[src/rtl/alu_pkg.sv]
// Shared definitions for the ALU issue stage: ALU control codes, MIPS
// opcode/funct values, the output FSM states, the buffered op record and
// the instruction decode helper.
package alu_pkg;

  // ALU control codes understood by the downstream ALU
  localparam logic [3:0] ALU_AND  = 4'b0000;
  localparam logic [3:0] ALU_OR   = 4'b0001;
  localparam logic [3:0] ALU_ADDU = 4'b0010;
  localparam logic [3:0] ALU_XOR  = 4'b0011;
  localparam logic [3:0] ALU_NOR  = 4'b0100;
  localparam logic [3:0] ALU_SUBU = 4'b0110;
  localparam logic [3:0] ALU_SLT  = 4'b0111;
  localparam logic [3:0] ALU_SLL  = 4'b1000;
  localparam logic [3:0] ALU_SRL  = 4'b1001;
  localparam logic [3:0] ALU_ADD  = 4'b1011;
  localparam logic [3:0] ALU_SSUB = 4'b1100;
  localparam logic [3:0] ALU_IDLE = 4'b1111;

  // Primary opcodes (instr[31:26])
  localparam logic [5:0] OP_RTYPE = 6'b000000;
  localparam logic [5:0] OP_BEQ   = 6'b000100;
  localparam logic [5:0] OP_ADDI  = 6'b001000;
  localparam logic [5:0] OP_ADDIU = 6'b001001;
  localparam logic [5:0] OP_SLTI  = 6'b001010;
  localparam logic [5:0] OP_ANDI  = 6'b001100;
  localparam logic [5:0] OP_ORI   = 6'b001101;
  localparam logic [5:0] OP_XORI  = 6'b001110;
  localparam logic [5:0] OP_LW    = 6'b100011;
  localparam logic [5:0] OP_SW    = 6'b101011;

  // R-type function codes (instr[5:0])
  localparam logic [5:0] FN_SLL  = 6'b000000;
  localparam logic [5:0] FN_SRL  = 6'b000010;
  localparam logic [5:0] FN_ADD  = 6'b100000;
  localparam logic [5:0] FN_ADDU = 6'b100001;
  localparam logic [5:0] FN_SUB  = 6'b100010;
  localparam logic [5:0] FN_SUBU = 6'b100011;
  localparam logic [5:0] FN_AND  = 6'b100100;
  localparam logic [5:0] FN_OR   = 6'b100101;
  localparam logic [5:0] FN_XOR  = 6'b100110;
  localparam logic [5:0] FN_NOR  = 6'b100111;
  localparam logic [5:0] FN_SLT  = 6'b101010;

  // Output side FSM: nothing shown, op shown, or forced idle gap
  typedef enum logic [1:0] {
    S_EMPTY   = 2'd0,
    S_PRESENT = 2'd1,
    S_BUBBLE  = 2'd2
  } issue_state_e;

  // One decoded op as held in the skid FIFO and the output registers
  typedef struct packed {
    logic [3:0]  ctrl;
    logic [31:0] op0;
    logic [31:0] op1;
    logic        illegal;
  } issue_op_t;

  localparam int ISSUE_OP_W = $bits(issue_op_t);

  localparam issue_op_t ILLEGAL_OP = '{ctrl: ALU_IDLE, op0: 32'd0, op1: 32'd0, illegal: 1'b1};

  // Turn the decoded instruction fields into an ALU code plus operands.
  // Unsupported encodings become an IDLE op flagged illegal so they still
  // flow through the pipeline in order.
  function automatic issue_op_t aluDecode(input logic [5:0]  opcode,
                                          input logic [5:0]  funct,
                                          input logic [4:0]  shamt,
                                          input logic [31:0] rsData,
                                          input logic [31:0] rtData,
                                          input logic [15:0] imm);
    issue_op_t   d;
    logic [31:0] immSext;
    logic [31:0] immZext;
    immSext = {{16{imm[15]}}, imm};
    immZext = {16'd0, imm};
    d = ILLEGAL_OP;
    case (opcode)
      OP_RTYPE: begin
        d.op0     = rsData;
        d.op1     = rtData;
        d.illegal = 1'b0;
        case (funct)
          FN_ADD:  d.ctrl = ALU_ADD;
          FN_ADDU: d.ctrl = ALU_ADDU;
          FN_SUB:  d.ctrl = ALU_SSUB;
          FN_SUBU: d.ctrl = ALU_SUBU;
          FN_AND:  d.ctrl = ALU_AND;
          FN_OR:   d.ctrl = ALU_OR;
          FN_XOR:  d.ctrl = ALU_XOR;
          FN_NOR:  d.ctrl = ALU_NOR;
          FN_SLT:  d.ctrl = ALU_SLT;
          FN_SLL: begin
            d.ctrl = ALU_SLL;
            d.op0  = rtData;
            d.op1  = {27'd0, shamt};
          end
          FN_SRL: begin
            d.ctrl = ALU_SRL;
            d.op0  = rtData;
            d.op1  = {27'd0, shamt};
          end
          default: d = ILLEGAL_OP;
        endcase
      end
      OP_ADDI:  d = '{ctrl: ALU_ADD,  op0: rsData, op1: immSext, illegal: 1'b0};
      OP_ADDIU: d = '{ctrl: ALU_ADDU, op0: rsData, op1: immSext, illegal: 1'b0};
      OP_SLTI:  d = '{ctrl: ALU_SLT,  op0: rsData, op1: immSext, illegal: 1'b0};
      OP_ANDI:  d = '{ctrl: ALU_AND,  op0: rsData, op1: immZext, illegal: 1'b0};
      OP_ORI:   d = '{ctrl: ALU_OR,   op0: rsData, op1: immZext, illegal: 1'b0};
      OP_XORI:  d = '{ctrl: ALU_XOR,  op0: rsData, op1: immZext, illegal: 1'b0};
      OP_BEQ:   d = '{ctrl: ALU_SUBU, op0: rsData, op1: rtData,  illegal: 1'b0};
      OP_LW,
      OP_SW:    d = '{ctrl: ALU_ADDU, op0: rsData, op1: immSext, illegal: 1'b0};
      default:  d = ILLEGAL_OP;
    endcase
    return d;
  endfunction

endpackage

[src/rtl/alu_issue_fifo.sv]
// Small synchronous FIFO used as the input skid buffer of the issue stage.
// DEPTH must be a power of two so the pointers wrap by plain overflow.
module alu_issue_fifo #(
  parameter int DEPTH = 2,
  parameter int WIDTH = 69
) (
  input  logic                   clk,
  input  logic                   reset,
  input  logic                   push_i,
  input  logic                   pop_i,
  input  logic [WIDTH-1:0]       data_i,
  output logic [WIDTH-1:0]       data_o,
  output logic [$clog2(DEPTH):0] count_o,
  output logic                   full_o,
  output logic                   empty_o
);

  localparam int PTR_W = $clog2(DEPTH);
  localparam int CNT_W = PTR_W + 1;

  logic [WIDTH-1:0] mem_q [DEPTH];
  logic [PTR_W-1:0] wrPtr_q, wrPtr_d;
  logic [PTR_W-1:0] rdPtr_q, rdPtr_d;
  logic [CNT_W-1:0] count_q, count_d;
  logic             doPush;
  logic             doPop;

  assign full_o  = (count_q == CNT_W'(DEPTH));
  assign empty_o = (count_q == '0);
  assign count_o = count_q;
  assign doPush  = push_i && !full_o;
  assign doPop   = pop_i && !empty_o;
  assign data_o  = mem_q[rdPtr_q];

  // Advance pointers and occupancy; a push and pop together leave count alone
  always_comb begin
    wrPtr_d = wrPtr_q;
    rdPtr_d = rdPtr_q;
    count_d = count_q;
    if (doPush) wrPtr_d = wrPtr_q + 1'b1;
    if (doPop)  rdPtr_d = rdPtr_q + 1'b1;
    case ({doPush, doPop})
      2'b10:   count_d = count_q + 1'b1;
      2'b01:   count_d = count_q - 1'b1;
      default: count_d = count_q;
    endcase
  end

  // Pointer and count registers; reset discards everything buffered
  always_ff @(posedge clk) begin
    if (reset) begin
      wrPtr_q <= '0;
      rdPtr_q <= '0;
      count_q <= '0;
    end else begin
      wrPtr_q <= wrPtr_d;
      rdPtr_q <= rdPtr_d;
      count_q <= count_d;
    end
  end

  // Storage array; stale contents are harmless once count is cleared
  always_ff @(posedge clk) begin
    if (doPush) mem_q[wrPtr_q] <= data_i;
  end

endmodule

[src/rtl/alu_issue.sv]
// ALU issue stage: decodes MIPS fields into ALU control/operands, buffers
// them in a small skid FIFO and presents them to the ALU with valid/ready.
// Because the ALU only recomputes when its control code changes, two
// consecutive ops with the same code are separated by one IDLE cycle.
module alu_issue
  import alu_pkg::*;
#(
  parameter bit BUBBLE_EN = 1'b1,
  parameter int DEPTH     = 2
) (
  input  logic        clk,
  input  logic        reset,
  input  logic        in_valid,
  output logic        in_ready,
  input  logic [5:0]  opcode,
  input  logic [5:0]  funct,
  input  logic [4:0]  shamt,
  input  logic [31:0] rs_data,
  input  logic [31:0] rt_data,
  input  logic [15:0] imm,
  output logic        out_valid,
  input  logic        out_ready,
  output logic [3:0]  control,
  output logic [31:0] operand0,
  output logic [31:0] operand1,
  output logic        illegal
);

  localparam int CNT_W = $clog2(DEPTH) + 1;

  issue_op_t              inOp;
  issue_op_t              headOp;
  logic [ISSUE_OP_W-1:0]  headBits;
  logic [CNT_W-1:0]       fifoCount;
  logic                   fifoFull;
  logic                   fifoEmpty;
  logic                   pushEn;
  logic                   popEn;
  logic                   loadHead;
  logic                   headMatch;

  issue_state_e state_q, state_d;
  logic [3:0]   ctrl_q, ctrl_d;
  logic [31:0]  op0_q, op0_d;
  logic [31:0]  op1_q, op1_d;
  logic         illegal_q, illegal_d;
  logic [3:0]   lastCtrl_q, lastCtrl_d;
  logic         lastValid_q, lastValid_d;

  assign inOp     = aluDecode(opcode, funct, shamt, rs_data, rt_data, imm);
  assign in_ready = (fifoCount < CNT_W'(DEPTH));
  assign pushEn   = in_valid && !fifoFull;
  assign headOp   = headBits;

  alu_issue_fifo #(
    .DEPTH (DEPTH),
    .WIDTH (ISSUE_OP_W)
  ) u_fifo (
    .clk     (clk),
    .reset   (reset),
    .push_i  (pushEn),
    .pop_i   (popEn),
    .data_i  (inOp),
    .data_o  (headBits),
    .count_o (fifoCount),
    .full_o  (fifoFull),
    .empty_o (fifoEmpty)
  );

  // A bubble is needed when the next op repeats the code last shown to the ALU
  assign headMatch = BUBBLE_EN && lastValid_q && (headOp.ctrl == lastCtrl_q);

  // Output FSM next state: decide between presenting the head, idling or bubbling
  always_comb begin
    state_d     = state_q;
    ctrl_d      = ctrl_q;
    op0_d       = op0_q;
    op1_d       = op1_q;
    illegal_d   = illegal_q;
    lastCtrl_d  = lastCtrl_q;
    lastValid_d = lastValid_q;
    popEn       = 1'b0;
    loadHead    = 1'b0;
    unique case (state_q)
      S_EMPTY: begin
        if (!fifoEmpty) begin
          if (headMatch) begin
            state_d = S_BUBBLE;
            ctrl_d  = ALU_IDLE;
          end else begin
            loadHead = 1'b1;
          end
        end
      end
      S_PRESENT: begin
        if (out_ready) begin
          if (fifoEmpty) begin
            state_d = S_EMPTY;
          end else if (headMatch) begin
            state_d = S_BUBBLE;
            ctrl_d  = ALU_IDLE;
          end else begin
            loadHead = 1'b1;
          end
        end
      end
      S_BUBBLE: begin
        loadHead = 1'b1;
      end
      default: begin
        state_d = S_EMPTY;
      end
    endcase
    if (loadHead) begin
      popEn       = 1'b1;
      state_d     = S_PRESENT;
      ctrl_d      = headOp.ctrl;
      op0_d       = headOp.op0;
      op1_d       = headOp.op1;
      illegal_d   = headOp.illegal;
      lastCtrl_d  = headOp.ctrl;
      lastValid_d = 1'b1;
    end
  end

  // Output registers and FSM state; reset returns to an idle, empty stage
  always_ff @(posedge clk) begin
    if (reset) begin
      state_q     <= S_EMPTY;
      ctrl_q      <= ALU_IDLE;
      op0_q       <= '0;
      op1_q       <= '0;
      illegal_q   <= 1'b0;
      lastCtrl_q  <= ALU_IDLE;
      lastValid_q <= 1'b0;
    end else begin
      state_q     <= state_d;
      ctrl_q      <= ctrl_d;
      op0_q       <= op0_d;
      op1_q       <= op1_d;
      illegal_q   <= illegal_d;
      lastCtrl_q  <= lastCtrl_d;
      lastValid_q <= lastValid_d;
    end
  end

  assign out_valid = (state_q == S_PRESENT);
  assign control   = ctrl_q;
  assign operand0  = op0_q;
  assign operand1  = op1_q;
  assign illegal   = illegal_q;

endmodule

[config.mk]
export PLATFORM = sky130hd
export DESIGN_NAME = alu_issue
export DESIGN_NICKNAME = d
export VERILOG_FILES = /design/src/rtl/alu_pkg.sv /design/src/rtl/alu_issue_fifo.sv /design/src/rtl/alu_issue.sv
export SDC_FILE = /design/constraint.sdc
export NUM_CORES = 1
export LEC_CHECK = 0
export CAP_MARGIN = 20
export CORE_UTILIZATION = 35
export DETAILED_ROUTE_END_ITERATION = 8
export PLACE_DENSITY_LB_ADDON = 0.2
export SYNTH_ARGS = -nofsm -noshare
export SYNTH_HDL_FRONTEND = slang
export SYNTH_HIERARCHICAL = 1
export SYNTH_SLANG_ARGS = --single-unit
[constraint.sdc]
create_clock -name clk -period 3.3 [get_ports clk]
set_input_delay 0.66 -clock clk [delete_from_list [all_inputs] [get_ports clk]]
set_output_delay 0.66 -clock clk [all_outputs]
set_load 0.01 [all_outputs]
==> PnR_summary.wiki <==
{| class="wikitable"
! Metric !! Value
|-
| Count of final setup violators || 0
|-
| Clock net sink count || 219
|-
| Clock-pin transition on the worst setup and hold timing paths || 0.06 ns
|-
| Fraction of registers with async set/reset || 0%
|-
| Worst clock skew on the final layout || 0.01187 ns
|-
| Wire length of the first global-routing pass || 47020 µm
|-
| Number of vias per cell after detailed routing || 5.807
|-
| Fraction of final layout cells sized beyond drive strength 1 || 15.21%
|-
| Combinational group share of total power || 41.1%
|-
| Clock latency reported for the late side of the worst-skew pair || 0.51 ns
|-
| Buffer levels on the longest clock path || 3
|-
| Number of H-tree levels || 1
|-
| Result of the run || finished, final reports clean
|-
| Post-layout minimum cycle time || 2.577 ns
|-
| Clock network fraction of total power || 22.5%
|-
| Detailed Place HPWL || 20230 µm
|-
| Port buffer count || 171
|-
| Post-placement setup slack || 0.4648 ns
|-
| Starting DRT DRC Count || 627
|-
| Count of final hold-check violations || 0
|-
| Antenna violations before repair || 5
|-
| Final worst setup slack || 0.7227 ns
|-
| Internal power || 0.006976 W
|-
| Share of the clock period used by the worst path || 78.10%
|-
| Number of global-route vias before repair || 7576
|-
| TritonCTS clock tree || built
|-
| Filler cells || 2666
|-
| Type of the worst min-delay path || reg -> reg
|-
| Remaining antenna violation count after routing || 0
|-
| Netlist Area Pre-Place || 0.01039 mm²
|-
| Crit path required time || 3.69 ns
|-
| Fmax || 388.0 MHz
|-
| Worst rel slew slack || 36.77%
|-
| Slew at the pin closest to its max-slew limit || 0.9484 ns
|-
| Clock root buffer || sky130_fd_sc_hd__clkbuf_16
|-
| Placeable Area || 0.02894 mm²
|-
| Resized Gates After CTS || 0
|-
| Flip-flop cell with the highest count after synthesis || sky130_fd_sc_hd__edfxtp_1
|-
| Routed wire per std cell || 22.62 µm
|-
| Post-synthesis cell type count || 60
|-
| Lkg Pwr || 4.673 nW
|-
| Number of enable flip-flop cells after synthesis || 138
|-
| Chip height || 174.3 µm
|-
| Mean cell area of the mapped netlist || 12.15 µm²
|-
| Endpoint type of the worst setup path || register
|-
| WHS Path Cells || 2
|-
| Cells after Synth || 855
|-
| Pre-Repair DR Iteration Count || 5
|-
| Post-synthesis sequential element count || 219
|-
| PwrDens || 849.5 mW/mm²
|-
| Sum of overflow across all layers after global routing || 0
|-
| Final weighted congestion in routability-driven placement || 0.8069
|-
| Total Neg Setup Slack || 0 ns
|-
| GRT Total Usage || 20.02%
|-
| Maximum number of pins on one net before global-route repair || 82
|-
| Crit Path Max Fanout || 67
|-
| Max Cap Violations || 0
|-
| Setup Crit Path Kind || reg -> reg
|-
| Number of I/O pins || 172
|-
| Number of nets in the synthesized netlist || 957
|-
| Kind of launch point of the worst setup path || register
|-
| Share of total power in sequential cells || 36.4%
|-
| Post-CTS Setup Bufs || 0
|-
| Via count || 8013
|-
| Yosys Warn Count || 6
|-
| Net switching share of the total power || 37.99%
|-
| Worst IR Drop VDD || 0.0008200 V
|-
| Final hold slack || 0.4782 ns
|-
| Layout overhead on the synthesized area || 27.46%
|-
| Setup repair after global routing missed its margin || no
|-
| Switching power || 0.004274 W
|-
| Nets || 1079
|-
| Die Outline Area || 0.03038 mm²
|-
| Final-report max-slew violation count || 0
|-
| R2R cell count || 6
|-
| Share of the yosys chip area belonging to registers || 55.49%
|-
| Arrival @ worst endpoint || 2.97 ns
|-
| Die width || 174.3 µm
|-
| Number of clock buffers inserted by TritonCTS || 24
|-
| Number of remaining DRC errors || 0
|-
| Number of buffers added to fix hold violations after cts || 0
|-
| Starting density of the core || 35.91%
|-
| Number of placement rows || 62
|-
| Final WL || 31220 µm
|}
## kinds of logic after synthesis
kind of cell	count (synthesis)	synth area share, %
XOR/XNOR	8	0.6744
buffers and inverters	112	4.733
AND/OR/NAND/NOR	210	12.24
multiplexers	72	7.791
AO/OA/AOI/OAI	233	18.95
adder cells (fa/ha/maj)	1	0.1204
flip-flops	219	55.49
## routing by layer
| layer | up-vias | routed length [µm] | part of all wire, % | GRT usage, % |
|---|---|---|---|---|
| met5 | - | 13 | 0.042 | 0 |
| met3 | 33 | 2116 | 6.8 | 3.915 |
| li1 | 3704 | - | - | - |
| met2 | 297 | 14040 | 45 | 30.58 |
| met1 | 3977 | 14470 | 46 | 28.86 |
| met4 | 2 | 574 | 1.8 | 5.117 |
## through the flow
stage | cells | area [µm²] | total power, W | util [%]
6_report | 1380 | 13240 | 0.01125 | 45.77
5_1_grt | 1378 | 13240 | 0.01182 | 45.75
4_1_cts | 1376 | 13220 | 0.01129 | 45.67
3_5_place_dp | 1334 | 12480 | 0.008736 | 43.12
3_3_place_gp | 1334 | 12480 | 0.008723 | 43.12
2_1_floorplan | 855 | 10390 | 0.006808 | -
## layout by cell type, fill, tap and decap left out, drive strengths merged, types with 3 or more instances in the layout
| cell | Yosys | final |
|---|---|---|
| nor2 | 20 | 20 |
| diode | 0 | 3 |
| xnor2 | 5 | 5 |
| edfxtp | 138 | 138 |
| or3 | 5 | 5 |
| a22o | 43 | 43 |
| nor3 | 7 | 7 |
| clkdlybuf4s50 | 0 | 170 |
| nand2 | 79 | 79 |
| buf | 29 | 28 |
| o21ai | 7 | 7 |
| clkinv | 0 | 8 |
| a21o | 18 | 18 |
| a221o | 5 | 5 |
| nor4b | 66 | 66 |
| o2111ai | 65 | 65 |
| xor2 | 3 | 3 |
| and2 | 5 | 5 |
| nand3 | 4 | 4 |
| inv | 10 | 10 |
| a31oi | 6 | 6 |
| dfxtp | 81 | 81 |
| a21oi | 5 | 5 |
| mux2 | 71 | 71 |
| clkbuf | 73 | 33 |
| nand2b | 6 | 6 |
| a32oi | 66 | 66 |
| nor2b | 5 | 5 |
## layout make-up
class | instances | area (µm²) | area share, %
tap | 384 | 480.5 | 3.628
multi-input combinational | 524 | 4174 | 31.52
clock inverter | 9 | 63.81 | 0.4819
inverter | 10 | 40.04 | 0.3023
clock buffer | 33 | 675.6 | 5.102
sequential | 219 | 5767 | 43.55
timing repair buffer | 198 | 2034 | 15.36
antenna | 3 | 7.507 | 0.05669
## power by group through the flow
stage	Sequential (W)	Combinational, W	Clock, W
floorplan	0.00423	0.00258	0
global placement	0.00413	0.00460	0
detailed placement	0.00416	0.00458	0
CTS	0.00410	0.00460	0.00258
global route	0.00419	0.00494	0.00269
finish	0.00410	0.00463	0.00253
## registers in the layout, summed over array words and instances, names as in the netlist, named ones only
register and count:
control 4, u_fifo/rdPtr_q 1, u_fifo/wrPtr_q 1, illegal 1
state_q 2, lastValid_q 1, u_fifo/mem_q 138, operand1 32
u_fifo/count_o 2, operand0 32, lastCtrl_q 4
## synthesized netlist by cell type (8+ instances only)
cell,count,area [µm²]
sky130_fd_sc_hd__dfxtp_1,81,1622
sky130_fd_sc_hd__buf_2,12,60.06
sky130_fd_sc_hd__edfxtp_1,138,4144
sky130_fd_sc_hd__nor2_1,19,71.32
sky130_fd_sc_hd__a32oi_1,66,578.1
sky130_fd_sc_hd__nand2_1,79,296.5
sky130_fd_sc_hd__nor4b_1,65,569.3
sky130_fd_sc_hd__a22o_1,43,376.6
sky130_fd_sc_hd__clkbuf_1,73,274.0
sky130_fd_sc_hd__mux2_2,71,799.5
sky130_fd_sc_hd__inv_1,8,30.03
sky130_fd_sc_hd__o2111ai_1,65,569.3
sky130_fd_sc_hd__a21o_1,18,135.1
## critical path, cell delays in order, from the launching register on
cell and delay, ns:
sky130_fd_sc_hd__dfxtp_2 0.40, sky130_fd_sc_hd__mux2_2 0.40, sky130_fd_sc_hd__xnor2_1 0.21, sky130_fd_sc_hd__and3_2 0.23
sky130_fd_sc_hd__buf_4 0.63, sky130_fd_sc_hd__nand2_1 0.28, sky130_fd_sc_hd__a2111oi_0 0.31
## path summary, 6_finish.rpt
| check | from | endpoint | slack (ns) |
|---|---|---|---|
| worst min register to register | lastCtrl_q[0] | lastCtrl_q[0] | 0.48 |
| worst max-delay path | register | state_q[1] | 0.72 |
| worst max register to register | register | state_q[1] | 0.72 |
| worst min-delay path | lastCtrl_q[0] | lastCtrl_q[0] | 0.48 |
No activity file was read; power rests on OpenSTA's default activity.
